**config.mk**
```make
export PLATFORM = sky130hd
export DESIGN_NAME = siso_shift_ctrl
export DESIGN_NICKNAME = d
export VERILOG_FILES = /design/src/rtl/siso_shift_ctrl.sv
export SDC_FILE = /design/constraint.sdc
export NUM_CORES = 1
export LEC_CHECK = 0
export BUFFER_PORTS_ARGS = -buffer_cell sky130_fd_sc_hd__clkbuf_2
export CORE_MARGIN = 1.5
export CORE_UTILIZATION = 46
export CTS_CLUSTER_SIZE = 24
export DETAILED_ROUTE_END_ITERATION = 10
export HOLD_SLACK_MARGIN = 0.12
export PLACE_DENSITY_LB_ADDON = 0.08
export SLEW_MARGIN = 25
export SYNTH_ARGS = -nofsm -noshare
export SYNTH_HDL_FRONTEND = slang
export SYNTH_SLANG_ARGS = --single-unit
```
**constraint.sdc**
```tcl
create_clock -name clk -period 1.1 [get_ports clk]
set_input_delay 0.055 -clock clk [delete_from_list [all_inputs] [get_ports clk]]
set_output_delay 0.055 -clock clk [all_outputs]
set_load 0.02 [all_outputs]
```
**src/rtl/siso_shift_ctrl.sv**
```systemverilog
// Transfer controller for an external DEPTH-stage SISO flip-flop chain: serializes a word MSB-first,
// flushes the chain and deserializes the returning bits. Optional loopback check: SISO_CHK_EN.
module siso_shift_ctrl #(
    parameter int unsigned WIDTH = 8,
    parameter int unsigned DEPTH = 4
) (
    input  logic             clk,
    input  logic             rst,
    input  logic             in_valid,
    output logic             in_ready,
    input  logic [WIDTH-1:0] in_data,
    output logic             shift_en,
    output logic             ser_out,
    input  logic             ser_in,
    output logic             out_valid,
    input  logic             out_ready,
    output logic [WIDTH-1:0] out_data,
    output logic             busy,
    output logic             err
);

    localparam int unsigned CW = $clog2(WIDTH + DEPTH + 1);
    localparam logic [CW-1:0] CNT_FIRST = CW'(DEPTH);
    localparam logic [CW-1:0] CNT_LAST  = CW'(WIDTH + DEPTH - 1);

    typedef enum logic [1:0] {
        IDLE,
        SHIFT,
        DONE
    } state_t;

    state_t           state_q, state_d;
    logic [WIDTH-1:0] tx_q, tx_d;
    logic [WIDTH-1:0] rx_q, rx_d;
    logic [CW-1:0]    cnt_q, cnt_d;
    logic             in_ready_q, in_ready_d;
    logic             shift_en_q, shift_en_d;
    logic             out_valid_q, out_valid_d;
    logic             busy_q, busy_d;
`ifdef SISO_CHK_EN
    logic [WIDTH-1:0] shadow_q, shadow_d;
    logic             err_q, err_d;
`endif

    always_comb begin
        state_d = state_q;
        tx_d    = tx_q;
        rx_d    = rx_q;
        cnt_d   = cnt_q;
`ifdef SISO_CHK_EN
        shadow_d = shadow_q;
        err_d    = err_q;
`endif
        case (state_q)
            IDLE: begin
                if (in_valid) begin
                    tx_d    = in_data;
                    cnt_d   = '0;
                    state_d = SHIFT;
`ifdef SISO_CHK_EN
                    shadow_d = in_data;
                    err_d    = 1'b0;
`endif
                end
            end
            SHIFT: begin
                // Zero fill drives the flush bits once the word is exhausted.
                tx_d  = tx_q << 1;
                cnt_d = cnt_q + CW'(1);
                // A bit driven at cnt=k reaches ser_in DEPTH shifts later.
                if (cnt_q >= CNT_FIRST) begin
                    rx_d = (rx_q << 1) | WIDTH'(ser_in);
                end
                if (cnt_q == CNT_LAST) begin
                    state_d = DONE;
`ifdef SISO_CHK_EN
                    err_d = (rx_d != shadow_q);
`endif
                end
            end
            DONE: begin
                if (out_ready) begin
                    state_d = IDLE;
                end
            end
            default: state_d = IDLE;
        endcase

        // Outputs are registered from the next state so they line up with it.
        in_ready_d  = (state_d == IDLE);
        shift_en_d  = (state_d == SHIFT);
        out_valid_d = (state_d == DONE);
        busy_d      = (state_d != IDLE);
    end

    always_ff @(posedge clk) begin
        if (rst) begin
            state_q     <= IDLE;
            tx_q        <= '0;
            rx_q        <= '0;
            cnt_q       <= '0;
            in_ready_q  <= 1'b1;
            shift_en_q  <= 1'b0;
            out_valid_q <= 1'b0;
            busy_q      <= 1'b0;
`ifdef SISO_CHK_EN
            shadow_q    <= '0;
            err_q       <= 1'b0;
`endif
        end else begin
            state_q     <= state_d;
            tx_q        <= tx_d;
            rx_q        <= rx_d;
            cnt_q       <= cnt_d;
            in_ready_q  <= in_ready_d;
            shift_en_q  <= shift_en_d;
            out_valid_q <= out_valid_d;
            busy_q      <= busy_d;
`ifdef SISO_CHK_EN
            shadow_q    <= shadow_d;
            err_q       <= err_d;
`endif
        end
    end

    assign in_ready  = in_ready_q;
    assign shift_en  = shift_en_q;
    assign ser_out   = tx_q[WIDTH-1];
    assign out_valid = out_valid_q;
    assign out_data  = rx_q;
    assign busy      = busy_q;
`ifdef SISO_CHK_EN
    assign err = err_q;
`else
    assign err = 1'b0;
`endif

endmodule

```
==> summary.txt <==
STA
  • Hold Slack: 0.158 ns
  • Max Slew Vio Count: 0
  • Setup repair after global routing missed its margin: yes
  • Worst setup margin: about 0.027 ns
  • Tcrit/Tclk final: between 90% and 100%
  • Final Skew: slightly below 0.007 ns
  • Period minus WS final: about 1.1 ns
  • F_max: 932 MHz
  • Count of final setup violators: 0
  • Setup TNS: 0 ns
  • Final hold vios: 0

Logic synthesis
  • Synth Instances: roughly 120
  • Avg Cell Area, Syn: around 9.7 um^2
  • Flops & latches, synth: 26
  • Largest family of logic cells by synthesized area: compound AO/OA/AOI/OAI gates
  • Number of enable flip-flop cells after synthesis: 0
  • Post-Synth Simple-Gate Area: 21.3%
  • Synth Area in Compound Gates: approximately a quarter
  • Seq/Total Area, Yosys: 46.0%
  • Synth area leader: dfxtp_1
  • Synth area leaders: dfxtp_1, nand3_2, a21oi_2
  • Synth top area share: around 46%
  • Syn Nets: 131
  • Unique masters post-synth: 34
  • Xor and xnor fraction of the mapped netlist area: 0%
  • Synth Area in Adders: under 10%
  • Synth Warn #: 0
  • Multiplexer share of the synthesized area: less than 1%
  • Cell area after synthesis: 1130 um^2
  • Async SR Flop Fraction: 0%
  • Top_reg_cell synth: dfxtp_1

Global routing
  • Tot GR Track Use: about a fifth
  • First-pass GRT wire length: 3880 um
  • Total global routing overflow: 0
  • Vias in the first global route: between 900 and 1,000
  • Largest net degree at the start of global routing: 21
  • Initial antenna violation count: 0

Finish
  • FF/Latch Area: roughly 530 um^2
  • Multi-input logic area: roughly 580 um^2
  • Share of layout cells above drive strength 1: between 40 and 50%
  • Final net count: between 150 and 200
  • Fillers: 195
  • Commonest non-fill, non-tap cell in the layout: clkbuf_2
  • Most frequent cells in the layout: clkbuf_2, dfxtp_1, nor2_1
  • # diodes: 0
  • Synthesis-to-layout area growth: 33.0%

Floorplan
  • Row cnt: 17
  • Starting Density: 49.8%
  • Core region area: between 2000 and 2500 um^2
  • Die area: 2770 um^2
  • DIE HEIGHT: ~53 um
  • Io pins: 27
  • Die Wd: between 50 and 60 um

Power
  • Clock network fraction of total power: a little over a third
  • Reported net switching power: ~460 uW
  • Switching share of power: a little under a quarter
  • Comb power frac: approximately an eighth
  • Register share of total power: between 50 and 60%
  • Leak pwr: between 0.0005 and 0.0006 uW
  • Worst vdd ir: just over 0.001 V
  • P_int: roughly 1500 uW
  • Pwr dens: 1280 nW/um^2

Clock tree
  • H-tree depth: 1
  • TritonCTS Buffers: 3
  • Longest Clk Path Bufs: 2
  • Worst skew pair latency: around 0.33 ns
  • CTS tree: done
  • CTS root buf: clkbuf_4
  • Post-CTS Setup Bufs: 0
  • Clock edge transition at the registers on the reported setup and hold paths: 0.15 ns
  • Clk sinks: 26

Hold path
  • Hold depth: 2
  • Worst hold path class: primary input to flop

Drt
  • DR iter-0 viols: 9
  • Antenna viol nets, final: 0
  • Routed vias/inst: between 5 and 6
  • WL/cell: 13.0 um
  • Routed wire length: around 2400 um
  • # DRC: 0
  • Drt pass-1 iters: 3
  • Via count: a little under 1,000

Critical path
  • Cells along the critical path: nor3b_1, nor2_1, or2_1
  • R2R depth: 3
  • CP Launch Type: flop
  • WS Path Type: flop to flop
  • CP endpoint kind: flop
  • Worst Path Arrival: approximately 1.3 ns
  • Slowest-stage cell, CP: dfxtp_2
  • Slowest stage delay, CP: just over 0.4 ns
  • Worst Path Required: 1.34 ns
  • Critical path peak fanout: 8

Place
  • GPL Wtd Cong: ~0.7
  • Setup WS pre-CTS: -0.102 ns
  • Buffers added on ports: 25
  • DP HPWL: 1590 um

Job
  • MaxCap Viol Count: 0

Status
  • Status: finished, final reports clean
==> kinds of logic (layout without fill, tap and decap cells) <==
group / after synthesis / after routing
AND/OR/NAND/NOR: 38 / 38
other: 1 / 1
flip-flops: 26 / 26
multiplexers: 1 / 1
AO/OA/AOI/OAI: 40 / 40
adder cells (fa/ha/maj): 1 / 1
buffers and inverters: 10 / 50
==> power by group through the flow <==
stage / Sequential, uW / Combinational [uW] / Clock [uW]
after global placement: 1020 / 199 / 0
after detailed placement: 1030 / 204 / 0
after floorplan: 1030 / 137 / 0
after global routing: 1010 / 271 / 707
final: 1010 / 248 / 670
after CTS: 1010 / 236 / 679
==> final timing paths <==
path,from,to,slack (ns)
worst min-delay path,rst,state_q[1]$_SDFF_PP0_,0.16
worst max-delay path,state_q[1]$_SDFF_PP0_,in_ready$_SDFF_PP1_,0.03
worst max register to register,state_q[1]$_SDFF_PP0_,in_ready$_SDFF_PP1_,0.03
worst min register to register,out_data[0]$_SDFFE_PP0P_,out_data[1]$_SDFFE_PP0P_,0.47
==> routing by layer <==
| metal | track usage (%) | up-vias | share of wire [%] |
|---|---|---|---|
| li1 | - | 499 | - |
| met1 | 22.3 | 460 | 46 |
| met2 | 33.8 | 18 | 51 |
| met3 | 2.57 | 2 | 2.8 |
| met4 | 6.41 | 0 | 0.38 |
| met5 | 0 | - | 0 |
==> worst max-delay path: cells and delay by family (launching register included) <==
kind | cells | cell delay [ns]
AND/OR/NAND/NOR | 3 | 0.57
flip-flops | 1 | 0.41
==> registers in the layout, summed over array words and instances, names as in the netlist <==
name	count
state_q	2
cnt_q	4
shift_en	1
in_ready	1
out_data	8
tx_q	8
out_valid	1
busy	1
==> repair_timing <==
action | 4_1_cts | 5_1_grt
hold buffers | 11 | 0
endpoints found under the setup margin | 22 | 19
gates resized for setup | 4 | 17
hold endpoints to repair | 13 | 0
pin swaps | 0 | 6
==> cells in the mapped netlist (all sizes together) (2+ instances only) <==
library cell / count
nand3: 10
a21oi: 10
buf: 7
nand2: 2
o21ai: 9
a211oi: 9
nor3b: 2
inv: 2
or2: 2
dfxtp: 26
o22ai: 7
nor2: 16
==> stage by stage <==
step	std cells	total power [uW]	utilization [%]	cell area (um^2)
after floorplan	117	1170	-	1130
after global placement	170	1220	57.0	1300
after detailed placement	170	1230	57.0	1300
after CTS	185	1920	64.4	1470
after global routing	185	1990	66.2	1510
final	185	1930	66.2	1510
==> final cells by class <==
class	instances	share of cell area [%]
multi-input cells	81	38.6
repair buffers	44	20.0
clock buffers	3	1.50
clock inverters	1	1.99
inverters	2	0.498
flip-flops and latches	26	35.0
well taps	28	2.33
(Power assumes the default switching activity.)
